<file path="src/rtl/wishbone_bus_if.sv">
// Wishbone B4 classic master adapter for one openmips memory port (instruction or data side).
// Define WB_TIMEOUT_EN to add a BUSY watchdog that aborts stuck cycles and raises a sticky timeout_o.
module wishbone_bus_if #(
    parameter int STALL_WIDTH = 6
`ifdef WB_TIMEOUT_EN
    ,
    parameter int TIMEOUT_CYCLES = 255
`endif
) (
    input  logic                   clk,
    input  logic                   rst,
    input  logic [STALL_WIDTH-1:0] stall_i,
    input  logic                   flush_i,
    input  logic                   cpu_ce_i,
    input  logic [31:0]            cpu_addr_i,
    input  logic [31:0]            cpu_data_i,
    input  logic                   cpu_we_i,
    input  logic [3:0]             cpu_sel_i,
    output logic [31:0]            cpu_data_o,
    output logic                   stallreq,
    input  logic [31:0]            wb_data_i,
    input  logic                   wb_ack_i,
    output logic [31:0]            wb_addr_o,
    output logic [31:0]            wb_data_o,
    output logic                   wb_we_o,
    output logic [3:0]             wb_sel_o,
    output logic                   wb_stb_o,
    output logic                   wb_cyc_o
`ifdef WB_TIMEOUT_EN
    ,
    output logic                   timeout_o
`endif
);

    typedef enum logic [1:0] {
        IDLE           = 2'd0,
        BUSY           = 2'd1,
        WAIT_FOR_STALL = 2'd2
    } state_t;

    localparam logic [31:0] ABORT_DATA = 32'hDEAD_BEEF;

    state_t      state;
    state_t      state_next;
    logic [31:0] rd_buf;
    logic        start;
    logic        ack_hit;
    logic        abort_hit;
    logic        done;
    logic        stall_any;

    assign start     = (state == IDLE) && cpu_ce_i && !flush_i;
    // A flush in BUSY wins over a coincident ack: the request is abandoned.
    assign ack_hit   = (state == BUSY) && wb_ack_i && !flush_i;
    assign done      = ack_hit || abort_hit;
    assign stall_any = |stall_i;

`ifdef WB_TIMEOUT_EN
    localparam int CNT_W = ($clog2(TIMEOUT_CYCLES + 1) > 8) ? $clog2(TIMEOUT_CYCLES + 1) : 8;

    logic [CNT_W-1:0] to_cnt;

    // The abort fires in the BUSY cycle whose missing ack would bring the count to TIMEOUT_CYCLES.
    assign abort_hit = (state == BUSY) && !wb_ack_i && !flush_i &&
                       (to_cnt == CNT_W'(TIMEOUT_CYCLES - 1));

    always_ff @(posedge clk) begin
        if (rst) begin
            to_cnt    <= '0;
            timeout_o <= 1'b0;
        end else begin
            if (start) begin
                to_cnt <= '0;
            end else if ((state == BUSY) && !wb_ack_i) begin
                to_cnt <= to_cnt + 1'b1;
            end
            if (abort_hit) begin
                timeout_o <= 1'b1;
            end
        end
    end
`else
    assign abort_hit = 1'b0;
`endif

    always_ff @(posedge clk) begin
        if (rst) begin
            state <= IDLE;
        end else begin
            state <= state_next;
        end
    end

    always_comb begin
        state_next = state;
        unique case (state)
            IDLE: begin
                if (start) begin
                    state_next = BUSY;
                end
            end
            BUSY: begin
                if (flush_i) begin
                    state_next = IDLE;
                end else if (done) begin
                    state_next = stall_any ? WAIT_FOR_STALL : IDLE;
                end
            end
            WAIT_FOR_STALL: begin
                if (flush_i || !stall_any) begin
                    state_next = IDLE;
                end
            end
            default: state_next = IDLE;
        endcase
    end

    always_comb begin
        stallreq   = 1'b0;
        cpu_data_o = 32'd0;
        if (!rst) begin
            unique case (state)
                IDLE: begin
                    stallreq = cpu_ce_i && !flush_i;
                end
                BUSY: begin
                    stallreq = !wb_ack_i && !flush_i && !abort_hit;
                    // Read data bypasses rd_buf on the ack cycle so an unstalled pipeline takes it at once.
                    if (ack_hit && !wb_we_o) begin
                        cpu_data_o = wb_data_i;
                    end else if (abort_hit) begin
                        cpu_data_o = ABORT_DATA;
                    end
                end
                WAIT_FOR_STALL: begin
                    cpu_data_o = rd_buf;
                end
                default: begin
                    stallreq   = 1'b0;
                    cpu_data_o = 32'd0;
                end
            endcase
        end
    end

    always_ff @(posedge clk) begin
        if (rst) begin
            wb_addr_o <= 32'd0;
            wb_data_o <= 32'd0;
            wb_we_o   <= 1'b0;
            wb_sel_o  <= 4'd0;
            wb_stb_o  <= 1'b0;
            wb_cyc_o  <= 1'b0;
            rd_buf    <= 32'd0;
        end else begin
            if (start) begin
                wb_addr_o <= cpu_addr_i;
                wb_data_o <= cpu_data_i;
                wb_we_o   <= cpu_we_i;
                wb_sel_o  <= cpu_sel_i;
                wb_stb_o  <= 1'b1;
                wb_cyc_o  <= 1'b1;
            end else if ((state == BUSY) && (flush_i || done)) begin
                wb_addr_o <= 32'd0;
                wb_data_o <= 32'd0;
                wb_we_o   <= 1'b0;
                wb_sel_o  <= 4'd0;
                wb_stb_o  <= 1'b0;
                wb_cyc_o  <= 1'b0;
            end
            if (ack_hit && !wb_we_o) begin
                rd_buf <= wb_data_i;
            end else if (abort_hit) begin
                rd_buf <= ABORT_DATA;
            end
        end
    end

endmodule

</file>
<file path="config.mk">
export PLATFORM = sky130hd
export DESIGN_NAME = wishbone_bus_if
export DESIGN_NICKNAME = d
export VERILOG_FILES = /design/src/rtl/wishbone_bus_if.sv
export SDC_FILE = /design/constraint.sdc
export NUM_CORES = 1
export LEC_CHECK = 0
export ABC_CLOCK_PERIOD_IN_PS = 1600
export BUFFER_PORTS_ARGS = -buffer_cell sky130_fd_sc_hd__buf_4
export CORE_UTILIZATION = 42
export CTS_BUF_LIST = sky130_fd_sc_hd__clkbuf_8
export DETAILED_ROUTE_END_ITERATION = 16
export PLACE_DENSITY = 0.78
export SYNTH_ARGS = -nofsm -noshare
export SYNTH_HDL_FRONTEND = slang
export SYNTH_SLANG_ARGS = --single-unit
</file>
<file path="constraint.sdc">
create_clock -name clk -period 1.6 [get_ports clk]
set_input_delay 0.08 -clock clk [delete_from_list [all_inputs] [get_ports clk]]
set_output_delay 0.08 -clock clk [all_outputs]
set_load 0.01 [all_outputs]
</file>
==> key figures <==
GRT
  • First-pass GRT wire length: ~22000 um
  • Largest net degree at the start of global routing: 71
  • Total grt overflow: 0
  • GRT Total Usage: 0.275
  • Initial antenna violation count: 0
  • Vias in the first global route: around 4600

Finish
  • Area of the multi-input gates: between 0.002 and 0.0025 sq mm
  • Utilization after layout: 0.824
  • Reg area: ~0.0021 sq mm
  • Post-Layout Cell Count: ~920
  • Nets: 906
  • Finished Cell Area: between 0.007 and 0.008 sq mm
  • Share of cells above drive strength 1: 0.473
  • Area growth syn-to-layout: 88.3%
  • Diode count: 0
  • Fill cells: roughly 550

Logic synthesis
  • Post-synth EDFFs: 0
  • Synth Flop Type: dfxtp_1
  • Area leader, netlist: dfxtp_1
  • Syn Area/Cell: roughly 8.6 sq um
  • Synth warnings: 0
  • Ys async rst share: 0
  • Cell variety after synth: 28
  • Synth top area cells: dfxtp_1, a22oi_1, nand2_1
  • Sequential area share after synthesis: 0.510
  • Cell with the most instances after synthesis: dfxtp_1
  • Syn Inst Count: 476
  • Mapped cell area: slightly above 0.004 sq mm
  • Yosys top cell area share: 0.510
  • #FFs+latches synth: approximately 100
  • Synthesized net count: a little under 600
  • Post-synth top cells: dfxtp_1, nand2_1, a21oi_1, nor2_1, a22oi_1

Floorplan
  • Chip height: between 100 and 150 um
  • Core area: 0.00933 sq mm
  • Initial Util: 0.438
  • Rows: 35
  • Die span in x: 101 um
  • Die area: about 0.010 sq mm
  • Io pins: 216

Critical path
  • Crit Path Max Fanout: 8
  • Critical path arrival: 1.85 ns
  • Kind of critical path: reg -> out
  • Critical path required time: ~1.5 ns
  • CP endpoint kind: output pin
  • Setup crit start kind: flop

STA
  • Fin. Hold Viols: 1
  • Slew HR: 0.706
  • Final worst slack: -0.330 ns
  • Hold slack final: -0.00610 ns
  • Clock period minus worst slack: 1.93 ns
  • RSZ-0062 raised after global routing: yes
  • Fmax: between 500 and 600 MHz
  • Slew @ Worst Pin: 0.441 ns
  • Worst Clk Skew: between 0.015 and 0.02 ns
  • Tcrit/Tclk final: 1.21
  • Finish-stage setup viols: 96
  • Pins Over Slew Limit: 0

Clocking
  • Cts bufs inserted: 9
  • Clk slew on worst S/H paths: around 0.090 ns
  • H-tree Lvls: 3
  • CTS Sinks: 104
  • CTS tree: done
  • Root buf cell: clkbuf_8
  • Clk buf depth: 2
  • Skew-Pair Late Insertion Delay: about 0.36 ns

Run status
  • Failing checks: negative hold slack, negative setup slack
  • Status: finished with violations

Power and ir drop
  • Power Density: about 1100 mW/mm^2
  • Leakage: about 0.0032 uW
  • Peak VDD IR: ~0.67 mV
  • Final Power: between 8000 and 9000 uW

Routing
  • DR pass1 iterations: 4
  • Vias: between 4000 and 5000
  • WL final: ~17000 um
  • # DRC: 0
  • Post-DR wirelength/cell: 18.0 um
  • DRT antenna net count: 0
  • Iteration-0 DRC count of the detailed router: between 200 and 250
  • Vias per cell: between 5 and 6

Placed design
  • Hpwl dp: just under 8000 um
  • Final Wtd Congestion: 0.792
  • Port bufs: approximately 220
  • Placement Cell Area: approximately 0.0059 sq mm
  • DP Cell Count: around 800

Run
  • MaxCap Viol Count: 0

Min path
  • Worst min-delay path category: in -> reg
## per-stage QoR
stage,setup TNS (ns),hold slack [ns],worst slack [ns]
final,-16.38,-0.00610,-0.330
after global routing,-23.81,0.00423,-0.425
after CTS,-11.07,0.00112,-0.273
after detailed placement,-3.16,0.327,-0.0754
after global placement,-0.354,0.322,-0.0219
after floorplan,0,0.214,0.0217
## critical path, stage by stage, from the launching register on
cell and delay [ns]:
dfxtp_2 0.33, inv_2 0.07, ha_4 0.14, nand2b_4 0.07, nor3b_4 0.21, buf_6 0.15
buf_12 0.14, nand2_2 0.07, a21oi_2 0.16, buf_4 0.14
## state kept, by name, indices dropped and copies added (netlist names)
| name | count |
|---|---|
| wb_data_o | 32 |
| wb_we_o | 1 |
| wb_addr_o | 32 |
| state | 2 |
| wb_sel_o | 4 |
| wb_cyc_o | 1 |
| rd_buf | 32 |
## routing by layer
metal	track usage	vias to the layer above	routed length, um
met3	0.0680	60	1010
met1	0.293	2296	6260
met2	0.511	221	8760
li1	-	2246	-
met5	0	-	0
met4	0.123	0	645
## cell families after synthesis
logic type / count (synthesis) / share of synthesized area
buffers and inverters: 46 / 0.0598
DFF: 104 / 0.510
adders and majority gates: 4 / 0.0123
and+or+nand+nor: 182 / 0.187
AOI/OAI and AO/OA: 138 / 0.226
muxes: 2 / 0.00521
## final timing paths
path,from,endpoint,slack (ns),cells past startpoint
worst min-delay path,cpu_addr_i[1],wb_addr_o[1],-0.006,3
worst max register to register,state[1],wb_addr_o[16],-0.18,9
worst max-delay path,state[1],cpu_data_o[1],-0.33,9
worst min register to register,rd_buf[9],rd_buf[9],0.46,2
## report_power, final
group	switching, uW	leakage (uW)	internal, uW
clock network	959	0.000107	774
logic	1700	0.00229	1930
registers	183	0.000846	2850
## cell type report
class	instances	area share
Inverter	3	0.00147
Tap cell	129	0.0210
Clock inverter	6	0.00863
Sequential cell	104	0.271
Clock buffer	10	0.0179
Multi-Input combinational cell	326	0.268
Timing Repair Buffer	346	0.412
## cells in the final DEF (no fill, tap or decap), types with 11 or more instances in the layout
master,instances
a22oi_2,31
dlygate4sd3_1,78
buf_4,235
nor2_2,11
dfxtp_1,102
nor2_1,60
a21oi_1,39
a21oi_2,26
a22oi_1,38
buf_6,11
nand2_1,86
## what timing repair did
| item | CTS | global route |
|---|---|---|
| hold buffers | 75 | 3 |
| gates cloned | 3 | 15 |
| endpoints found under the setup margin | 130 | 101 |
| hold endpoints to repair | 75 | 3 |
| pin swaps | 3 | 37 |
| resized for setup | 26 | 78 |
| setup buffers | 5 | 12 |
(Power assumes the default switching activity.)
